<file path="config.mk">
export PLATFORM = sky130hd
export DESIGN_NAME = regfile_mp
export DESIGN_NICKNAME = d
export VERILOG_FILES = /design/src/rtl/regfile_mp.sv
export SDC_FILE = /design/constraint.sdc
export NUM_CORES = 2
export LEC_CHECK = 0
export BUFFER_PORTS_ARGS = -buffer_cell sky130_fd_sc_hd__buf_2
export CAP_MARGIN = 25
export CORE_MARGIN = 10
export CORE_UTILIZATION = 30
export CTS_CLUSTER_SIZE = 30
export DETAILED_ROUTE_END_ITERATION = 8
export GPL_TIMING_DRIVEN = 0
export SLEW_MARGIN = 20
export SYNTH_ARGS = -nofsm -noshare
export SYNTH_HDL_FRONTEND = slang
export SYNTH_SLANG_ARGS = --single-unit
</file>
<file path="constraint.sdc">
create_clock -name clk -period 40.9 [get_ports clk]
set_input_delay 2.045 -clock clk [delete_from_list [all_inputs] [get_ports clk]]
set_output_delay 2.045 -clock clk [all_outputs]
set_load 0.01 [all_outputs]
</file>
<file path="src/rtl/regfile_mp.sv">
// regfile_mp: multi-port register file with a per-register busy scoreboard.
//
// Two combinational read ports, two write ports (wr1 wins on a shared
// address) and a busy bit per register. An issue marks its destination busy
// through busy_set_en/busy_set_addr; a write-back on either write port clears
// the busy bit of its address. A set and a clear of the same address in one
// cycle leave the register busy, since the newly issued producer is still
// outstanding. busy_count is a registered population count of the busy
// vector.
//
// Parameters:
//   DATA_W   - register width
//   ADDR_W   - address width, depth = 2**ADDR_W
//   ZERO_REG - 1: register 0 reads 0 and ignores writes and busy_set
//   BYPASS   - 1: same-cycle write data and busy updates appear on reads
//
// Ports:
//   clk, reset            - clock (rising edge), async active-high reset
//   clear                 - synchronous clear of data, busy bits, busy_count
//   rd_addr_a/b           - read addresses
//   rd_data_a/b           - read data (combinational)
//   rd_busy_a/b           - addressed register has a pending producer
//   wr0_*/wr1_*           - write ports (enable, address, data)
//   busy_set_en/addr      - mark a destination as pending
//   busy_count            - number of busy registers (registered)
module regfile_mp #(
    parameter int DATA_W   = 32,
    parameter int ADDR_W   = 5,
    parameter int ZERO_REG = 1,
    parameter int BYPASS   = 1
) (
    input  logic              clk,
    input  logic              reset,
    input  logic              clear,
    input  logic [ADDR_W-1:0] rd_addr_a,
    input  logic [ADDR_W-1:0] rd_addr_b,
    output logic [DATA_W-1:0] rd_data_a,
    output logic [DATA_W-1:0] rd_data_b,
    output logic              rd_busy_a,
    output logic              rd_busy_b,
    input  logic              wr0_en,
    input  logic [ADDR_W-1:0] wr0_addr,
    input  logic [DATA_W-1:0] wr0_data,
    input  logic              wr1_en,
    input  logic [ADDR_W-1:0] wr1_addr,
    input  logic [DATA_W-1:0] wr1_data,
    input  logic              busy_set_en,
    input  logic [ADDR_W-1:0] busy_set_addr,
    output logic [ADDR_W:0]   busy_count
);

    localparam int DEPTH = 2 ** ADDR_W;

    logic [DATA_W-1:0] regs [DEPTH];
    logic [DEPTH-1:0]  busy_q;
    logic [DEPTH-1:0]  busy_upd;   // busy vector after this cycle's set/clears
    logic [DEPTH-1:0]  busy_nxt;   // busy_upd with clear applied
    logic              wr0_v;
    logic              wr1_v;
    logic              set_v;

    function automatic logic [ADDR_W:0] popcount(input logic [DEPTH-1:0] v);
        logic [ADDR_W:0] cnt;
        cnt = '0;
        for (int i = 0; i < DEPTH; i++) begin
            cnt = cnt + (ADDR_W+1)'(v[i]);
        end
        return cnt;
    endfunction

    // Register 0 is never written under ZERO_REG, so it stays at its reset
    // value of 0 and its storage collapses to a constant.
    always_comb begin
        wr0_v = wr0_en;
        wr1_v = wr1_en;
        set_v = busy_set_en;
        if (ZERO_REG != 0) begin
            if (wr0_addr == '0)      wr0_v = 1'b0;
            if (wr1_addr == '0)      wr1_v = 1'b0;
            if (busy_set_addr == '0) set_v = 1'b0;
        end
    end

    // Clears are applied before the set so that set wins on a shared address.
    always_comb begin
        busy_upd = busy_q;
        if (wr0_v) busy_upd[wr0_addr] = 1'b0;
        if (wr1_v) busy_upd[wr1_addr] = 1'b0;
        if (set_v) busy_upd[busy_set_addr] = 1'b1;
        busy_nxt = clear ? '0 : busy_upd;
    end

    always_ff @(posedge clk or posedge reset) begin
        if (reset) begin
            for (int i = 0; i < DEPTH; i++) regs[i] <= '0;
            busy_q     <= '0;
            busy_count <= '0;
        end else if (clear) begin
            for (int i = 0; i < DEPTH; i++) regs[i] <= '0;
            busy_q     <= '0;
            busy_count <= '0;
        end else begin
            // wr1 is assigned last so it wins when both ports hit one address.
            if (wr0_v) regs[wr0_addr] <= wr0_data;
            if (wr1_v) regs[wr1_addr] <= wr1_data;
            busy_q     <= busy_nxt;
            busy_count <= popcount(busy_nxt);
        end
    end

    always_comb begin
        rd_data_a = regs[rd_addr_a];
        rd_busy_a = busy_q[rd_addr_a];
        if (BYPASS != 0) begin
            if (wr1_v && (wr1_addr == rd_addr_a))      rd_data_a = wr1_data;
            else if (wr0_v && (wr0_addr == rd_addr_a)) rd_data_a = wr0_data;
            rd_busy_a = busy_upd[rd_addr_a];
        end
        if ((ZERO_REG != 0) && (rd_addr_a == '0)) begin
            rd_data_a = '0;
            rd_busy_a = 1'b0;
        end
    end

    always_comb begin
        rd_data_b = regs[rd_addr_b];
        rd_busy_b = busy_q[rd_addr_b];
        if (BYPASS != 0) begin
            if (wr1_v && (wr1_addr == rd_addr_b))      rd_data_b = wr1_data;
            else if (wr0_v && (wr0_addr == rd_addr_b)) rd_data_b = wr0_data;
            rd_busy_b = busy_upd[rd_addr_b];
        end
        if ((ZERO_REG != 0) && (rd_addr_b == '0)) begin
            rd_data_b = '0;
            rd_busy_b = 1'b0;
        end
    end

endmodule

</file>
# Word-level counts from Yosys, hierarchy flattened
# Index checks and enable logic that the tools add are counted.
[totals]
elab_cells = 149
output_inout_bits = 72
regBits = 1062
inputBits = 95
[classes]
bitwise = 9
n_lt_le_gt_ge = 14
muxes = 43
add_sub_neg = 31
n_reduce_logical = 14
n_eq_ne = 4
[ops]
columns = ["op", "count"]
rows = [
  ["$mux W1024", 4],
  ["$bwmux W1024", 2],
  ["$mux W32", 17],
  ["$bmux W32 S5", 2],
  ["$demux W32 S5", 2],
  ["$add A6 B1 Y6", 26],
  ["$and A32 B32 Y32", 2],
  ["$not A32 Y32", 2],
  ["$or A32 B32 Y32", 1],
  ["$lt A5 B6 Y1 const B", 5],
  ["$logic_not A5 Y1", 5],
  ["$ge A6 B6 Y1 const B", 4],
  ["$not A5 Y6", 4],
  ["$eq A5 B5 Y1", 4],
  ["$demux W1 S5", 3],
  ["$ge A5 B1 Y1 const B", 3],
  ["$lt A6 B1 Y1 const B", 2],
  ["$bmux W1 S5", 2],
  ["$mux W1", 10],
  ["$logic_and A1 B1 Y1", 9],
  ["$add A5 B1 Y6", 1],
  ["$mux W6", 1],
  ["$add A4 B1 Y5", 1],
  ["$add A3 B1 Y4", 1],
  ["2 further kinds", 2],
]

# Longest topological paths before layout
[logic_depth]
ltp_word = 44
depth_mapped = 22
mapped_depth_nobuf = 20

# Least setup slack after synthesis
# OpenSTA, ideal clock, no wires.
[synth_timing]
path_kind = "input -> register"
start = "input port wr0_en"
end = "register busy_count[4]"
slack_ns = 33.220
path_stages = 20
required_time_ns = 40.768
arrival_time_ns = 7.548
n_path_buf = 2
setup_ns = 0.132
cell_sequence = "buf_2 > nor4bb_1 > buf_2 > nand2_1 > a32oi_1 > nor2_1 > fa_1 > inv_1 > fa_1 > fa_1 > fa_1 > fa_1 > fa_1 > inv_1 > ha_1 > fa_1 > a21o_1 > a21oi_1 > xor2_1 > nor2_1"
[synth_between]
elab_chain_len = 39
[synth_lines]
columns = ["element", "line_no", "source"]
rows = [
  ["start: declaration", "41", "input logic wr0_en,"],
  ["$mux W1 *", "78", "if (wr0_addr == '0) wr0_v = 1'b0;"],
  ["$mux W32 *", "87", "if (wr0_v) busy_upd[wr0_addr] = 1'b0;"],
  ["$and A32 B32 Y32 (no line)", "-", ""],
  ["$mux W32 *", "88", "if (wr1_v) busy_upd[wr1_addr] = 1'b0;"],
  ["$or A32 B32 Y32 (no line)", "-", ""],
  ["$mux W32 *", "89", "if (set_v) busy_upd[busy_set_addr] = 1'b1;"],
  ["$mux W32 *", "90", "busy_nxt = clear ? '0 : busy_upd;"],
  ["$add A1 B1 Y2", "66", "cnt = cnt + (ADDR_W+1)'(v[i]);"],
  ["$add A2 B1 Y3", "66", ""],
  ["$add A3 B1 Y4", "66", ""],
  ["$add A4 B1 Y5", "66", ""],
  ["$add A5 B1 Y6", "66", ""],
  ["$add A6 B1 Y6 (25 in a row)", "66", ""],
  ["$add A6 B1 Y6 *", "66", ""],
  ["$mux W6 *", "98", "end else if (clear) begin"],
  ["end signal: assignment", "107", "busy_count <= popcount(busy_nxt);"],
  ["end: declaration", "49", "output logic [ADDR_W:0] busy_count"],
]
# Every way passes the cells marked *; elsewhere a longest branch is shown, timed or not.

# Final worst setup path
[layout_timing]
start = "input port rd_addr_b[1]"
end = "output port rd_data_b[22]"
[layout_between]
elab_chain_len = 7
word_cells_on_any_way = 12
classes_between = "2 x eq/ne; 6 x mux; 1 x bitwise; 3 x reduce/logical"
[layout_lines]
columns = ["element", "line_no", "source"]
rows = [
  ["start: declaration", "36", "input logic [ADDR_W-1:0] rd_addr_b,"],
  ["$not A5 Y6 (not written as such)", "126", "rd_data_b = regs[rd_addr_b];"],
  ["$bmux W32 S5", "126", ""],
  ["$mux W32 (not written as such) (2 in a row)", "126", ""],
  ["$mux W32", "130", "else if (wr0_v && (wr0_addr == rd_addr_b)) rd_data_b = wr0_data;"],
  ["$mux W32", "129", "if (wr1_v && (wr1_addr == rd_addr_b)) rd_data_b = wr1_data;"],
  ["$mux W32 *", "133", "if ((ZERO_REG != 0) && (rd_addr_b == '0)) begin"],
  ["end: declaration", "38", "output logic [DATA_W-1:0] rd_data_b,"],
]
# Every way passes the cells marked *; elsewhere a longest branch is shown, timed or not. The select of a mux whose other input is x is not followed.

==> results.tsv <==
metric	value	unit
CP max-delay cell	o31ai_1	
Post-Place Cell Area	75700	um^2
max incr delay on CP	0.98	ns
final worst path period need	9.16	ns
first-pass GRT wire length	506000	um
Hold Path Origin	regs[1015]$_DFF_PP0_	
delay-heaviest family, CP	buffers and inverters	
Fillers	23600	
GR Overflow Total	0	
status	finished, final reports clean	
I/O Pins	167	
Mapped Avg Cell Area	10.5	um^2
Hold Crit Class	flop to flop	
starting density of the core	30.1	%
Critical Path Fanout Max	12	
initial drt markers	8770	
Final Cell Area	80100	um^2
CTS buffer count	120	
dpl cells	10000	
die area	256000	um^2
Synth area leader	dfrtp_1	
Pins Over Slew Limit	0	
TNS Setup	0	ns
post-layout util	34.1	%
Post-CTS Setup Inserts	0	
post-synthesis sequential area ratio	37.6	%
RSZ-0062 raised after global routing	false	
Worst R2R Start	busy_q[9]$_DFF_PP0_	
Post-synth EDFFs	0	
Max Root-Sink Buffers	3	
fin cells	10300	
Final period util	22.4	%
worst endpoint data arrival time	7.12	ns
relative slew slack	21.3	%
Final Hold Violating Endpoints	0	
critical path endpoint category	output pin	
clock sink count	1062	
critical path launch point type	primary input	
CP Buf/Inv Count	5	
Synth Net Count	6890	
Resized Gates After CTS	0	
Req. time, crit path	38.85	ns
worst skew pair latency	0.77	ns
post-synthesis cell type count	58	
crit-path most repeated cell	buf_2	
CP cell instances	buf_2 > buf_2 > buf_2 > xnor2_1 > nand3_1 > nor3_2 > clkbuf_1 > a211oi_1 > o31ai_1 > buf_2	
initial antenna violation count	43	
reg2reg setup slack	34.95	ns
Hold Path Stages	1	
drt drc	0	
CTS tree	done	
number of global-route vias before repair	63800	
die width	506	um
max-cap viol count	0	
crit path kind	primary input to output pin	
Final Setup Violations	0	
largest net degree at the start of global routing	96	
Mapped Area	70800	um^2
Fin Hold WS	0.529	ns
leakage	0.0314	uW
clock skew	0.0119	ns
Cell Pwr Density	33.2	nW/um^2
gr usage total	27.8	%
H-tree depth	3	
Final ANT Viol Nets	0	
Root Driver	clkbuf_16	
Core ar.	235000	um^2
Rows	178	
final wirelength	371000	um
fin nets	7134	
Worst path depth	10	
fraction of final layout cells with drive strength greater than 1	16.1	%
Syn. warnings	0	
total number of vias	64000	
worst vdd ir	0.0000399	V
predominant post-synthesis flop cell	dfrtp_1	
CP Launch Point	rd_addr_b[1]	
Reg clk slew, reported paths	0.06	ns
vias per cell	6.23	
ys async rst share	100	%
Port Buffer Count	92	
Worst-Margin Slew	1.18	ns
P&R area growth vs syn	13.2	%
depth of the most critical reg-to-reg path	15	
wire per inst	36.1	um
Final HPWL DP	302000	um
CTS Hold Bufs	0	
Peak Freq	109	MHz
drt pass-1 iters	8	
Die Ht	506	um
synth top area cells	dfrtp_1, mux4_2, mux2i_1	
Yosys top cell area share	37.6	%
Post-Syn Instances	6764	
synthesized flop and latch total	1062	
RePlAce Congestion	1.07	
[metrics by stage]
stage                     setup slack (ns)  total power, uW
after floorplan                       8.96             1300
after global placement               -5.78             1440
after detailed placement             31.20             1450
after CTS                            31.96             2640
after global routing                 31.74             2710
final                                31.74             2660
[path summary, 6_finish.rpt]
path	end
worst max-delay path	rd_data_b[22]
worst min-delay path	regs[1015]$_DFF_PP0_
worst min register to register	regs[1015]$_DFF_PP0_
worst max register to register	busy_count[4]$_DFF_PP0_
max in group asynchronous	regs[209]$_DFF_PP0_
min in group asynchronous	regs[991]$_DFF_PP0_
[power by group]
part,internal [uW],leakage [uW],switching (uW)
logic,98.2,0.0146,261
clock network,696,0.00211,519
registers,1070,0.0148,17.4
total,1860,0.0314,797
[placed cells by master, fill, tap and decap left out, drive strengths merged, types with 7 or more instances in the layout]
cell      synthesis  final
ha                7      7
bufinv            0     15
a211oi          675    675
nor2            961    961
a32oi            15     15
nand2b           22     22
a311oi          352    352
a21oi           108    108
diode             0     15
nand3           202    202
xor2              9      9
clkbuf          632    797
clkinvlp          0      8
clkinv            0     31
buf             335    457
dfrtp          1062   1062
mux4            642    642
nand2           680    680
o21ai            65     65
fa               24     24
a32o             16     16
o31ai            32     32
inv              56     58
and2              7      7
nor2b            75     75
or2              15     15
mux2i           680    680
xnor2            14     14
[logic make-up (layout without fill, tap and decap cells)]
| logic type | after synthesis | count (layout) | share of synthesized area [%] |
|---|---|---|---|
| other | 0 | 15 | 0 |
| flip-flops | 1062 | 1062 | 37.6 |
| buffers and inverters | 1023 | 1366 | 5.74 |
| multiplexers | 1323 | 1323 | 30.1 |
| AND/OR/NAND/NOR | 2013 | 2013 | 11.7 |
| adder cells (fa/ha/maj) | 31 | 31 | 0.803 |
| AO/OA/AOI/OAI | 1289 | 1289 | 13.8 |
| XOR/XNOR | 23 | 23 | 0.285 |
[state kept, by name (all words and copies together), names as in the netlist]
register	count
busy_q	32
regs	1024
busy_count	6
[layer usage]
layer	routed length (um)	part of all wire [%]	up-vias	track usage [%]
met1	133000	36	33100	33.1
met5	371	0.10	-	0.450
li1	-	-	25800	-
met2	165000	44	4160	42.9
met4	32000	8.6	34	19.6
met3	40800	11	937	8.01
[cell usage after synthesis (15+ instances only)]
cell	instances
a311oi_1	352
a32oi_1	15
mux4_2	642
fa_1	24
inv_1	56
buf_2	114
buf_1	205
o31ai_1	32
a211oi_1	675
a21oi_1	108
o21ai_0	53
clkbuf_1	632
nor2_1	961
a32o_1	16
nand2b_1	22
nor2b_1	75
nand2_1	680
dfrtp_1	1062
nand3_1	202
mux2i_1	680
[cell type report]
class | count | area [um^2] | share of cell area, %
clock inverters | 56 | 763 | 0.953
plain buffers | 967 | 3870 | 4.84
repair buffers | 122 | 995 | 1.24
clock buffers | 165 | 3530 | 4.40
well taps | 3150 | 3940 | 4.92
multi-input cells | 4679 | 40200 | 50.2
inverters | 56 | 218 | 0.272
flip-flops and latches | 1062 | 26600 | 33.2
diodes | 15 | 37.5 | 0.0469
Power figures use the tool's default switching activity.
